$ cat config.mk
export PLATFORM = sky130hd
export DESIGN_NAME = fb_rect_writer
export DESIGN_NICKNAME = d
export VERILOG_FILES = /design/src/rtl/fb_pkg.sv /design/src/rtl/fb_addr_gen.sv /design/src/rtl/fb_rect_writer.sv
export SDC_FILE = /design/constraint.sdc
export NUM_CORES = 1
export LEC_CHECK = 0
export BUFFER_PORTS_ARGS = -buffer_cell sky130_fd_sc_hd__buf_2
export CORE_ASPECT_RATIO = 0.6
export CORE_MARGIN = 3
export CORE_UTILIZATION = 59
export DETAILED_ROUTE_END_ITERATION = 10
export PLACE_DENSITY = 0.82
export SLEW_MARGIN = 20
export SYNTH_ARGS = -nofsm -noshare
export SYNTH_HDL_FRONTEND = slang
export SYNTH_SLANG_ARGS = --single-unit
$ cat constraint.sdc
create_clock -name clk -period 4.6 [get_ports clk]
set_clock_uncertainty 0.1 [all_clocks]
set_input_delay 1.15 -clock clk [delete_from_list [all_inputs] [get_ports clk]]
set_output_delay 1.15 -clock clk [all_outputs]
set_load 0.05 [all_outputs]
$ cat src/rtl/fb_pkg.sv
// Frame-buffer geometry, RGB565 field positions and the rectangle command type.
// Shared by the write-side fill engine and the scan-out reader.
package fb_pkg;

  localparam int FB_W  = 320;
  localparam int FB_H  = 240;
  localparam int FB_AW = 17;

  localparam int RGB_R_MSB = 15;
  localparam int RGB_R_LSB = 11;
  localparam int RGB_G_MSB = 10;
  localparam int RGB_G_LSB = 5;
  localparam int RGB_B_MSB = 4;
  localparam int RGB_B_LSB = 0;

  typedef struct packed {
    logic [8:0]  x;
    logic [7:0]  y;
    logic [8:0]  w;
    logic [7:0]  h;
    logic [15:0] color;
  } rect_cmd_t;

  // y*320 without a multiplier: y*256 + y*64
  function automatic logic [FB_AW-1:0] row_base_of(input logic [7:0] y);
    return {1'b0, y, 8'h00} + {3'b000, y, 6'h00};
  endfunction

endpackage

$ cat src/rtl/fb_addr_gen.sv
// Column/row walker for a rectangle fill; holds the current write address and
// flags the last pixel. Load on accept, step once per write after the first.
module fb_addr_gen
  import fb_pkg::*;
#(
  parameter int FB_W = fb_pkg::FB_W,
  parameter int AW   = fb_pkg::FB_AW
) (
  input  logic          clk,
  input  logic          rst,
  input  logic          i_load,
  input  logic          i_step,
  input  logic [8:0]    i_x,
  input  logic [7:0]    i_y,
  input  logic [8:0]    i_w,
  input  logic [7:0]    i_h,
  output logic [AW-1:0] o_addr,
  output logic          o_last
);

  logic [8:0]    r_col;
  logic [7:0]    r_row;
  logic [AW-1:0] r_row_base;
  logic [8:0]    r_x0;
  logic [8:0]    r_w;
  logic [7:0]    r_h;
  logic [AW-1:0] r_addr;

  logic          w_col_wrap;
  logic          w_row_last;
  logic [AW-1:0] w_row_base_ld;
  logic [AW-1:0] w_row_base_nxt;

  assign w_col_wrap     = (r_col == r_w - 9'd1);
  assign w_row_last     = (r_row == r_h - 8'd1);
  assign w_row_base_ld  = AW'(row_base_of(i_y));
  assign w_row_base_nxt = r_row_base + AW'(FB_W);

  always_ff @(posedge clk) begin
    if (rst) begin
      r_col      <= '0;
      r_row      <= '0;
      r_row_base <= '0;
      r_x0       <= '0;
      r_w        <= '0;
      r_h        <= '0;
      r_addr     <= '0;
    end else if (i_load) begin
      r_col      <= '0;
      r_row      <= '0;
      r_row_base <= w_row_base_ld;
      r_x0       <= i_x;
      r_w        <= i_w;
      r_h        <= i_h;
      r_addr     <= w_row_base_ld + AW'(i_x);
    end else if (i_step) begin
      if (w_col_wrap) begin
        r_col      <= '0;
        r_row      <= r_row + 8'd1;
        r_row_base <= w_row_base_nxt;
        r_addr     <= w_row_base_nxt + AW'(r_x0);
      end else begin
        r_col      <= r_col + 9'd1;
        r_addr     <= r_addr + AW'(1);
      end
    end
  end

  assign o_addr = r_addr;
  assign o_last = w_col_wrap && w_row_last;

endmodule

$ cat src/rtl/fb_rect_writer.sv
// Rectangle-fill engine feeding the frame-buffer write port, one pixel per clock.
// Define FB_RECT_WRITER_CLIP_EN to clip out-of-bounds rectangles instead of rejecting them.
module fb_rect_writer
  import fb_pkg::*;
#(
  parameter int FB_W = fb_pkg::FB_W,
  parameter int FB_H = fb_pkg::FB_H,
  parameter int AW   = fb_pkg::FB_AW
) (
  input  logic          clk,
  input  logic          rst,
  input  logic          cmd_valid,
  output logic          cmd_ready,
  input  logic [8:0]    cmd_x,
  input  logic [7:0]    cmd_y,
  input  logic [8:0]    cmd_w,
  input  logic [7:0]    cmd_h,
  input  logic [15:0]   cmd_color,
  output logic          fb_we,
  output logic [AW-1:0] fb_addr,
  output logic [15:0]   fb_data,
  output logic          busy,
  output logic          done,
  output logic          err
);

  typedef enum logic [1:0] {S_IDLE, S_FILL, S_FIN} state_t;

  state_t      r_state;
  logic        r_ready;
  logic        r_we;
  logic [15:0] r_data;
  logic        r_busy;
  logic        r_done;
  logic        r_err;

  rect_cmd_t   w_cmd;
  logic        w_accept;
  logic        w_step;
  logic        w_last;
  logic [8:0]  w_w_eff;
  logic [7:0]  w_h_eff;
  logic        w_reject;
  logic        w_zero;

  assign w_cmd = '{x: cmd_x, y: cmd_y, w: cmd_w, h: cmd_h, color: cmd_color};

`ifdef FB_RECT_WRITER_CLIP_EN
  logic       w_oob;
  logic [9:0] w_w_room;
  logic [9:0] w_h_room;

  assign w_oob    = ({1'b0, w_cmd.x} >= 10'(FB_W)) || ({2'b00, w_cmd.y} >= 10'(FB_H));
  assign w_w_room = 10'(FB_W) - {1'b0, w_cmd.x};
  assign w_h_room = 10'(FB_H) - {2'b00, w_cmd.y};
  assign w_w_eff  = w_oob ? 9'd0 : (({1'b0, w_cmd.w} > w_w_room) ? 9'(w_w_room) : w_cmd.w);
  assign w_h_eff  = w_oob ? 8'd0 : (({2'b00, w_cmd.h} > w_h_room) ? 8'(w_h_room) : w_cmd.h);
  assign w_reject = 1'b0;
`else
  logic [9:0] w_x_end;
  logic [9:0] w_y_end;

  // 10-bit sums so x0+w and y0+h cannot wrap past the limit
  assign w_x_end  = {1'b0, w_cmd.x} + {1'b0, w_cmd.w};
  assign w_y_end  = {2'b00, w_cmd.y} + {2'b00, w_cmd.h};
  assign w_w_eff  = w_cmd.w;
  assign w_h_eff  = w_cmd.h;
  assign w_reject = (w_x_end > 10'(FB_W)) || (w_y_end > 10'(FB_H));
`endif

  assign w_zero   = (w_w_eff == 9'd0) || (w_h_eff == 8'd0);
  assign w_accept = cmd_valid && r_ready;
  assign w_step   = (r_state == S_FILL) && !w_last;

  fb_addr_gen #(
    .FB_W (FB_W),
    .AW   (AW)
  ) u_addr_gen (
    .clk    (clk),
    .rst    (rst),
    .i_load (w_accept),
    .i_step (w_step),
    .i_x    (w_cmd.x),
    .i_y    (w_cmd.y),
    .i_w    (w_w_eff),
    .i_h    (w_h_eff),
    .o_addr (fb_addr),
    .o_last (w_last)
  );

  always_ff @(posedge clk) begin
    if (rst) begin
      r_state <= S_IDLE;
      r_ready <= 1'b0;
      r_we    <= 1'b0;
      r_data  <= '0;
      r_busy  <= 1'b0;
      r_done  <= 1'b0;
      r_err   <= 1'b0;
    end else begin
      case (r_state)
        S_IDLE: begin
          r_ready <= 1'b1;
          if (w_accept) begin
            r_ready <= 1'b0;
            r_busy  <= 1'b1;
            r_data  <= w_cmd.color;
            if (w_zero || w_reject) begin
              r_state <= S_FIN;
              r_done  <= 1'b1;
              r_err   <= w_reject;
            end else begin
              r_state <= S_FILL;
              r_we    <= 1'b1;
            end
          end
        end
        S_FILL: begin
          if (w_last) begin
            r_state <= S_FIN;
            r_we    <= 1'b0;
            r_done  <= 1'b1;
          end
        end
        S_FIN: begin
          r_state <= S_IDLE;
          r_done  <= 1'b0;
          r_err   <= 1'b0;
          r_busy  <= 1'b0;
          r_ready <= 1'b1;
        end
        default: begin
          r_state <= S_IDLE;
          r_we    <= 1'b0;
          r_done  <= 1'b0;
          r_err   <= 1'b0;
          r_busy  <= 1'b0;
          r_ready <= 1'b0;
        end
      endcase
    end
  end

  assign cmd_ready = r_ready;
  assign fb_we     = r_we;
  assign fb_data   = r_data;
  assign busy      = r_busy;
  assign done      = r_done;
  assign err       = r_err;

endmodule
# Yosys cells after proc, flatten, opt, wreduce, memory -nomap -nowiden
# Cells that the tools add are included.
dict set report classes {
  eq_ne 8
  n_lt_le_gt_ge 2
  n_reduce_logical 21
  addsub 11
  mux 26
  n_bitwise 2
}
# operator n
set ops {}
lappend ops {{2-to-1 mux 17 bit} 6}
lappend ops {{adder 17 x 9 -> 17 bit} 2}
lappend ops {{adder 16 x 14 -> 17 bit} 1}
lappend ops {{adder 17 x 1 -> 17 bit, second input constant} 1}
lappend ops {{adder 17 x 9 -> 17 bit, second input constant} 1}
lappend ops {{adder 9 x 9 -> 10 bit} 1}
lappend ops {{greater-than comparator 10 x 9 -> 1 bit, second input constant} 1}
lappend ops {{2-to-1 mux 1 bit} 10}
lappend ops {{AND reduction 2 bit} 5}
lappend ops {{adder 8 x 8 -> 9 bit} 1}
lappend ops {{adder 9 x 1 -> 9 bit, second input constant} 1}
lappend ops {{equality test 9 bit} 1}
lappend ops {{greater-than comparator 9 x 8 -> 1 bit, second input constant} 1}
lappend ops {{zero test 9 bit} 1}
lappend ops {{2-to-1 mux 9 bit} 1}
lappend ops {{subtractor 9 x 1 -> 9 bit, second input constant} 1}
lappend ops {{adder 8 x 1 -> 8 bit, second input constant} 1}
lappend ops {{equality test 8 bit} 1}
lappend ops {{zero test 8 bit} 1}
lappend ops {{subtractor 8 x 1 -> 8 bit, second input constant} 1}
lappend ops {{2-to-1 mux 2 bit} 3}
lappend ops {{!= test 2 bit, second input constant} 3}
lappend ops {{case mux 1 bit (2 select lines)} 3}
lappend ops {{case mux 1 bit (3 select lines)} 2}
lappend ops {{other kinds (13)} 20}
dict set report word_totals {
  output_inout_bits 38
  elab_cells 84
  register_bits 100
  in_bits 53
}

# Longest topological paths before layout
# Gate-level depths: netlist (run 1).
dict set report logic_depth {
  ltp_word 7
  mapped_depth 12
  depth_no_buf 11
}

# Cells and area by module
# From an unflattened synthesis (run 1), not the netlist that was laid out.
dict set report unflattened {
  cells_unflattened 808
  area_unflattened_um2 6628.9
}
# module cells_each n_inst area_per_inst_um2 seq_area_each_um2
set by_module_without_submodules {}
lappend by_module_without_submodules {fb_addr_gen 603 1 4936.0 1421.4}
lappend by_module_without_submodules {fb_rect_writer 205 1 1692.9 460.4}

# Least setup slack after synthesis (run 1)
# No wires, ideal clock.
dict set report synth_timing {
  kind {input port to flip-flop}
  from {input port cmd_y[0]}
  to {register r_we (netlist: fb_we)}
  setup_ps 114
  path_stages 10
  n_path_buf 0
  slack_ps 833
  arrival_time_ps 3553
  t_required_ps 4386
  cell_sequence {ha_1 > fa_1 > a211oi_1 > o21ai_1 > a2111o_1 > and4_1 > or4b_1 > nand3_1 > nor2_1 > a21o_1}
}
dict set report synth_via {
  elab_chain_len 6
}
# element line
set synth_lines {}
lappend synth_lines {{from (decl)} fb_rect_writer.sv:15} ;# input logic [7:0] cmd_y,
lappend synth_lines {{adder 8 x 8 -> 9 bit} fb_rect_writer.sv:65} ;# assign w_y_end = {2'b00, w_cmd.y} + {2'b00, w_cmd.h};
lappend synth_lines {{greater-than comparator 9 x 8 -> 1 bit} fb_rect_writer.sv:68} ;# assign w_reject = (w_x_end > 10'(FB_W)) || (w_y_end > 10'(FB_H));
lappend synth_lines {{logical OR 1 bit} fb_rect_writer.sv:68}
lappend synth_lines {{logical OR 1 bit} fb_rect_writer.sv:108} ;# if (w_zero || w_reject) begin
lappend synth_lines {{!= test 2 bit (no line)} n/a}
lappend synth_lines {{AND reduction 4 bit (no line)} n/a}
lappend synth_lines {{to (signal assigned)} fb_rect_writer.sv:114} ;# r_we <= 1'b1;
lappend synth_lines {{to (signal assigned)} fb_rect_writer.sv:121} ;# r_we <= 1'b0;
lappend synth_lines {{to (signal assigned)} fb_rect_writer.sv:134} ;# r_we <= 1'b0;
lappend synth_lines {{to (decl)} fb_rect_writer.sv:31} ;# logic r_we;
# No other way between the ends.
# A chain may end at the register's enable or synchronous reset.

# Worst setup path after layout (run 1)
# Ends and elaborated chain as after synthesis.

==> impl_results.md, run 1 <==
* Hold Buf Count CTS at 0
* LEAKAGE at roughly 0.0030 µW
* Total gr overflow at 0
* Post-CTS setup buffer count at 0
* Row Count at 28
* Crit end category: register
* Drt initial violations at 652
* Initial antenna violation count at 0
* Share of the synthesized area in the top cell type at between 20% and 30%
* Share of layout cells above drive strength 1 at roughly 15%
* # diodes at 0
* Synthesized area at approximately 0.0064 mm²
* ANT nets after route at 0
* Crit path launch: cmd_y[0]
* Clock Sink Count at 94
* DR DRC count at 0
* Hpwl dp at approximately 15000 µm
* Worst-path clk slew at roughly 0.07 ns
* Instance count of the mapped netlist at about 820
* Die Height at between 80 and 90 µm
* Setup TNS Final at 0 ns
* Yosys synthesis warning count at 0
* Initial Utilization at 63.00%
* Status: finished clean
* Worst Hold Class: register to register
* FF-to-FF Start: u_addr_gen.r_w[0]
* Post-synth top flop: dfxtp_1
* Slowest CP cell: or4b_1
* R2R depth at 10
* Max Transition Viols Final at 0
* Distinct cell type count after synthesis at 81
* Slew @ Worst Pin at around 0.81 ns
* I/O pin count at 91
* Worst vdd rail ir drop at roughly 0.30 mV
* Asr flop ratio synth at 0%
* Sequential area share after synthesis at between 20% and 30%
* Storage element area at roughly 0.0019 mm²
* Drt pass-1 iters at 5
* H-Tree Depth at 3
* PwrDens at between 400 and 500 mW/mm²
* TritonCTS Buffers at 9
* Filler cell count at roughly 820
* Fin nets at slightly below 1000
* Clk Latency, worst-skew pair at roughly 0.35 ns
* DRT Wirelength at 19390 µm
* WS Path Type: input pin to register
* Port-buffer cells at 90
* Endpoints failing setup at 0
* Worst path required time at 4.75 ns
* Post-CTS Resized at 0
* Footprint of the multi-input gates at between 0.004 and 0.005 mm²
* CP Cell Sequence: buf_2 > ha_1 > fa_1 > a211oi_1 > o21ai_1 > a2111o_1 > and4_1 > or4b_1 > nand3_1 > nor2_1 > a21o_1
* Die Footprint at 0.01225 mm²
* Synth area leaders: dfxtp_1 (29%), nand2_1 (7.6%), ha_1 (6.8%)
* RR Endpoint: u_addr_gen.o_addr[14]
* CTS tree: done
* Number of global-route vias before repair at 6283
* Min Tclk post-route at around 3.8 ns
* Count leader, synth: nand2_1
* Die width at roughly 140 µm
* Final core utilization at 71.64%
* Hold Path Stages at 2
* Syn Area/Cell at slightly below 8 µm²
* Unrepaired setup endpoints after global routing: false
* #FFs+latches synth at 94
* Pin count of the biggest net entering global routing at about 40
* Non-Filler Instances at 1038
* RePlAce Congestion at around 0.95
* Slowest stage delay, CP at about 0.54 ns
* CTS root buf: clkbuf_16
* Min Hold Slack at ~0.35 ns
* Vias per inst at 6.485
* GRT Total Usage at between 30% and 40%
* Critical Path AT at between 3 and 4 ns
* Inst Count DP at a little over 1000
* First-pass GRT wire length at about 31000 µm
* Hold Violations, Final at 0
* Post-synth EDFFs at 0
* Syn Nets at between 900 and 1000
* Slew margin rel. at between 40% and 50%
* Min-Delay Endpoint: fb_data[4]
* Core area at slightly above 0.01 mm²
* Worst reg-to-reg setup slack at between 1 and 1.5 ns
* Vias at around 6700
* Longest Clk Path Bufs at 2
* Area Growth Syn to Fin at 13.71%
* Biggest area consumer among synthesized cells: dfxtp_1
* Hold_sp: fb_data[4]
* Total power at about 3200 µW
* Top cells by count, synth: nand2_1 (130), dfxtp_1 (94), a21oi_1 (75)
* Crit Path Max Fanout at 4
* Max-Cap Viols at 0
* FMAX at between 200 and 300 MHz
* Crit share post-route at 82.61%
* Setup crit start kind: input pin
* WL per Instance at roughly 19 µm
## layout by cell type, fill, tap and decap left out, types with 5 or more instances in the layout
cell type,n
o22ai_1,6
ha_1,35
nand3_1,32
buf_4,9
and3_1,8
o211ai_1,12
dfxtp_1,94
o21ai_0,14
o21ai_1,13
buf_2,90
nand2b_1,8
nand2_1,130
xnor2_1,38
nand4_1,8
a21o_1,7
nor2b_1,11
nor3_1,22
xor2_1,29
nor2_1,57
o31ai_1,6
o21a_1,7
a211oi_1,18
or4_1,6
a311oi_1,6
clkbuf_16,9
mux2_2,5
mux2i_1,7
and2_1,5
a21oi_1,75
inv_1,26
nor3b_1,5
nor4_1,9
a31oi_1,11
or3_1,7
## worst max-delay path: cells and delay by family
kind	cells	cell delay [ns]
AO/OA/AOI/OAI	4	1.15
AND/OR/NAND/NOR	4	0.89
adder cells (fa/ha/maj)	2	0.64
buffers and inverters	1	0.13
## metrics by stage
step	cell area (µm²)	worst slack (ns)
after global routing	7328	0.6314
after floorplan	6445	0.8333
final	7328	0.7998
after CTS	7322	0.8230
after global placement	6965	0.5497
after detailed placement	6965	0.4810
## power breakdown
group | internal, µW | total (µW) | switching [µW] | leakage, µW
Combinational | 428 | 1290 | 864 | 0.00204
Clock | 562 | 891 | 329 | 0.000176
Sequential | 925 | 1060 | 136 | 0.000766
Total | 1920 | 3240 | 1330 | 0.00298
## worst max-delay path by stage
stage | end | slack, ns | cells after the start
floorplan | fb_we | 0.83 | 10
global placement | fb_we | 0.55 | 11
detailed placement | fb_we | 0.48 | 11
CTS | fb_we | 0.82 | 11
global route | fb_we | 0.63 | 11
finish | fb_we | 0.80 | 11
## flip-flops by register name (all words and copies together), names as in the netlist, 2 cells and up
name / flops
u_addr_gen.r_col: 9
u_addr_gen.r_row_base: 11
fb_data: 16
r_state: 2
u_addr_gen.o_addr: 17
u_addr_gen.r_w: 9
u_addr_gen.r_x0: 9
u_addr_gen.r_h: 8
u_addr_gen.r_row: 8
## metal layers
layer / GRT usage, % / wire, µm
met2: 51.09 / 8674
met4: 5.981 / 265
met5: 0 / 0
met3: 7.131 / 1842
met1: 43.84 / 8605
## cell families after synthesis
| logic type | share of synthesized area, % |
|---|---|
| simple gates | 25.49 |
| compound gates | 22.03 |
| flops | 29.20 |
| xor+xnor | 9.105 |
| buf+inv | 4.174 |
| fa+ha+maj | 8.037 |
| mux | 1.961 |
## layout make-up
| type | count | share of cell area [%] |
|---|---|---|
| Timing Repair Buffer | 99 | 7.068 |
| Sequential cell | 94 | 25.68 |
| Multi-Input combinational cell | 668 | 58.75 |
| Inverter | 26 | 1.332 |
| Tap cell | 135 | 2.305 |
| Clock inverter | 5 | 1.417 |
| Clock buffer | 11 | 3.449 |
(Power assumes the default switching activity.)
==> inputs of run 2 (changes only) <==
clock period = 4 ns   (was 4.6 ns; I/O delays follow)
==> impl_results.md, run 2 (synthesis gave the netlist of run 1 again) <==
* Number of global-route vias before repair at 6296
* Slew @ Worst Pin at roughly 0.8 ns
* Initial antenna violation count at 0
* R2R depth at 9
* Core area at around 0.010 mm²
* Final worst slack at 0.3671 ns
* Placement Setup Slack at roughly 0.028 ns
* WL per Instance at between 15 and 20 µm
* Vias per inst at 6.355
* Area Growth Syn to Fin at 14.17%
* Worst Hold Class: register to register
* Drt pass-1 iters at 5
* Total power at approximately 3700 µW
* CTS tree: done
* Max Transition Viols Final at 0
* Worst-path clk slew at around 0.070 ns
* Die Height at 86.96 µm
* GRT Total Usage at 31.30%
* FMAX at between 200 and 300 MHz
* Non-Filler Instances at approximately 1000
* ANT nets after route at 0
* Row Count at 28
* RePlAce Congestion at ~0.94
* I/O pin count at 91
* Min Tclk post-route at about 3.6 ns
* Hold Violations, Final at 0
* Die Footprint at between 0.01 and 0.015 mm²
* Vias at ~6600
* Status: finished clean
* Crit Path Max Fanout at 4
* FF-to-FF Start: u_addr_gen.r_h[0]
* DRT Wirelength at between 15000 and 20000 µm
* Drt initial violations at 623
* Crit share post-route at between 90% and 100%
* Worst vdd rail ir drop at roughly 0.43 mV
* H-Tree Depth at 3
* Crit end category: register
* Crit path launch: cmd_y[0]
* RR Endpoint: u_addr_gen.o_addr[8]
* Storage element area at ~0.0019 mm²
* Port-buffer cells at 90
* Endpoints failing setup at 0
* Most common cell after layout, fill and taps aside: nand2_1
* Share of layout cells above drive strength 1 at between 10 and 15%
* Worst reg-to-reg setup slack at around 0.62 ns
* Worst path required time at ~4.2 ns
* Total gr overflow at 0
* # diodes at 0
* WS Path Type: input pin to register
* Most frequent cells in the layout: nand2_1 (130), dfxtp_1 (94), buf_2 (90)
* CTS root buf: clkbuf_16
* Setup TNS Final at 0 ns
* Inst Count DP at 1026
* Hpwl dp at 14610 µm
* Post-CTS Resized at 0
* Footprint of the multi-input gates at 0.004305 mm²
* TritonCTS Buffers at 9
* Max-Cap Viols at 0
* First-pass GRT wire length at about 31000 µm
* Hold Buf Count CTS at 0
* Critical path endpoint: done
* Filler cell count at around 820
* Fin nets at a little under 1000
* DR DRC count at 0
* Largest register FFs at 17
* Critical Path AT at ~3.8 ns
* LEAKAGE at ~0.0030 µW
* Pin count of the biggest net entering global routing at about 40
* Die width at between 100 and 150 µm
* Slew margin rel. at a little under half
* Initial Utilization at roughly 63%
* Post-CTS setup buffer count at 0
* PwrDens at around 510 mW/mm²
* Clk Latency, worst-skew pair at 0.34 ns
* Setup crit start kind: input pin
* Clock Sink Count at 94
* Longest Clk Path Bufs at 2
* Unrepaired setup endpoints after global routing: false
==> run 2: area by class of cell <==
| type | instances | share of cell area, % |
|---|---|---|
| Clock buffer | 11 | 3.435 |
| Clock inverter | 5 | 1.411 |
| Inverter | 26 | 1.326 |
| Multi-Input combinational cell | 668 | 58.51 |
| Sequential cell | 94 | 25.57 |
| Tap cell | 135 | 2.296 |
| Timing Repair Buffer | 103 | 7.448 |
==> run 2: how the worst min path moves through the flow <==
stage / from / end / cells past startpoint
finish: fb_data[5] / fb_data[5] / 2
floorplan: u_addr_gen.r_x0[1] / u_addr_gen.r_x0[1] / 2
global placement: fb_data[8] / fb_data[8] / 2
CTS: fb_data[5] / fb_data[5] / 2
global route: fb_data[5] / fb_data[5] / 2
detailed placement: fb_data[5] / fb_data[5] / 2
==> run 2: critical path: stages <==
cell and delay, ns:
buf_2 0.13, ha_1 0.22, fa_1 0.40, a211oi_1 0.38, o21ai_1 0.17, a2111o_1 0.40
and4_1 0.18, or4b_1 0.54, nand3_1 0.11, nor2_1 0.08, o211ai_1 0.18
==> run 2: power breakdown <==
| part | internal [µW] | switching (µW) |
|---|---|---|
| clock | 647 | 372 |
| combinational | 496 | 1000 |
| sequential | 1060 | 159 |
==> run 2: routing by layer <==
metal / GRT usage, % / wire (µm) / share of wire (%) / vias up
met3: 5.815 / 1739 / 9.0 / 49
met2: 48.87 / 8355 / 43 / 292
li1: - / - / - / 3140
met5: 0 / 0 / 0 / -
met4: 10.29 / 437 / 2.3 / 0
met1: 43.96 / 8766 / 45 / 3141
==> run 2: metrics by stage <==
| stage | hold WS (ns) | area [µm²] | util (%) |
|---|---|---|---|
| floorplan | 0.3338 | 6445 | - |
| global route | 0.3800 | 7358 | 71.93 |
| detailed placement | 0.3466 | 6995 | 68.38 |
| CTS | 0.3557 | 7352 | 71.87 |
| global placement | 0.3383 | 6995 | 68.38 |
| finish | 0.3555 | 7358 | 71.93 |
==> inputs of run 3 (changes only) <==
CORE_UTILIZATION = 53   (was 59)
PLACE_DENSITY = 0.78   (was 0.82)
clock period = 3.2 ns   (was 4 ns; I/O delays follow)
==> impl_results.md, run 3 (synthesis gave the netlist of run 1 again) <==
* Status: finished clean
* CTS tree: done
* Dpl cell area at 0.007507 mm²
* Hold_sp: fb_data[0]
* R2R depth at 9
* RR Endpoint: u_addr_gen.o_addr[8]
* Hold Buf Count CTS at 0
* Max-Cap Viols at 0
* Total power at around 4500 µW
* Crit path launch: cmd_y[0]
* Most frequent cells in the layout: nand2_1 (130), dfxtp_1 (94), buf_2 (90)
* Clock Sink Count at 94
* Total gr overflow at 0
* PwrDens at 582.3 mW/mm²
* # diodes at 0
* Placement Setup Slack at -0.2997 ns
* Vias at about 6700
* Worst-path clk slew at 0.07 ns
* Min-Delay Endpoint: fb_data[0]
* Final instance area at between 0.007 and 0.008 mm²
* Min Tclk post-route at about 3.1 ns
* Hold Path Stages at 2
* Initial Utilization at between 50 and 60%
* DRT Wirelength at a little under 20000 µm
* Final core utilization at around 67%
* Critical Path AT at about 3.3 ns
* Filler cell count at 1000
* Share of layout cells above drive strength 1 at around a fifth
* Largest register FFs at 17
* Worst reg-to-reg setup slack at roughly 0.1 ns
* Slowest stage delay, CP at 0.55 ns
* LEAKAGE at between 0.003 and 0.004 µW
* Number of global-route vias before repair at 6130
* Hold Violations, Final at 0
* Initial antenna violation count at 0
* First-pass GRT wire length at 31460 µm
* Worst path required time at between 3 and 4 ns
* Worst vdd rail ir drop at approximately 0.3 mV
* Crit end category: register
* CP Cell Sequence: buf_2 > ha_4 > fa_2 > a211oi_2 > o21ai_1 > a2111o_1 > and4_1 > or4b_1 > nand3_1 > nor2_2 > a21o_1
* Max Transition Viols Final at 0
* Die Footprint at about 0.014 mm²
* FF-to-FF Start: u_addr_gen.r_h[0]
* Setup crit start kind: input pin
* Fin nets at ~1100
* Post-CTS Resized at 0
* Port-buffer cells at 90
* Slowest CP cell: or4b_1
* Longest Clk Path Bufs at 2
* Slew @ Worst Pin at between 0.7 and 0.8 ns
* Slew margin rel. at 50.28%
* Die width at 148.4 µm
* Pin count of the biggest net entering global routing at 41
* Crit share post-route at a little under 100%
* Worst Hold Class: register to register
* Row Count at 30
* Area Growth Syn to Fin at 21.08%
* Post-CTS setup buffer count at 0
* Core area at roughly 0.012 mm²
* Setup TNS Final at 0 ns
* Unrepaired setup endpoints after global routing: false
* Vias per inst at between 5 and 6
* Die Height at a little over 90 µm
* Endpoints failing setup at 0
* I/O pin count at between 90 and 100
* H-Tree Depth at 3
* Final worst slack at 0.08242 ns
* CTS root buf: clkbuf_16
* Hpwl dp at ~15000 µm
* WP buf/inv at 1
* Drt pass-1 iters at 5
* Drt initial violations at 668
* TritonCTS Buffers at 9
* GRT Total Usage at between 20% and 30%
* Largest delay share family, worst path: simple AND/OR/NAND/NOR gates
* WL per Instance at between 15 and 20 µm
* Clk Latency, worst-skew pair at about 0.35 ns
* FMAX at 320.8 MHz
* WS Path Type: input pin to register
* DR DRC count at 0
* RePlAce Congestion at roughly 0.95
* ANT nets after route at 0
* Crit Path Max Fanout at 4
* Most common cell after layout, fill and taps aside: nand2_1
-- run 3: report_power, final --
part	internal, µW	switching [µW]	total [µW]
logic	725	1260	1980
clock network	551	485	1040
registers	1330	197	1530
total	2610	1940	4540
-- run 3: layout make-up --
class | count | area, µm² | area share (%)
clock buffer | 10 | 239.0 | 3.062
clock inverter | 6 | 45.04 | 0.5772
inverter | 26 | 97.59 | 1.251
multi-input combinational | 668 | 4334 | 55.54
sequential | 94 | 1882 | 24.11
tap | 160 | 200.2 | 2.565
timing repair buffer | 159 | 1006 | 12.89
-- run 3: worst max path at each step --
| stage | endpoint | slack (ns) | depth (start not counted) |
|---|---|---|---|
| floorplan | fb_we | -0.02 | 10 |
| global placement | fb_we | -0.25 | 11 |
| detailed placement | fb_we | -0.30 | 11 |
| CTS | fb_we | 0.07 | 11 |
| global route | u_addr_gen.r_col[8] | 0.0009 | 12 |
| finish | fb_we | 0.08 | 11 |
-- run 3: per-layer routing --
layer | wire length [µm] | vias to the layer above | GRT usage, %
met5 | 0 | - | 0
met4 | 318 | 0 | 7.379
met3 | 1996 | 36 | 7.731
met2 | 8091 | 317 | 40.99
met1 | 8988 | 3086 | 42.17
li1 | - | 3255 | -
-- run 3: per-stage QoR --
step | hold WS, ns | cells
after floorplan | 0.3338 | 824
after global placement | 0.3387 | 1107
after detailed placement | 0.3451 | 1107
after CTS | 0.3546 | 1123
after global routing | 0.3751 | 1123
final | 0.3505 | 1123
-- run 3: worst register-to-register path, stage by stage, from the launching register on --
cell     delay (ns)
dfxtp_1        0.33
inv_1          0.05
ha_1           0.29
nor2b_1        0.17
o311a_1        0.33
o41a_1         0.47
or2_1          0.38
and2_4         0.26
or3_1          0.37
a22o_1         0.23
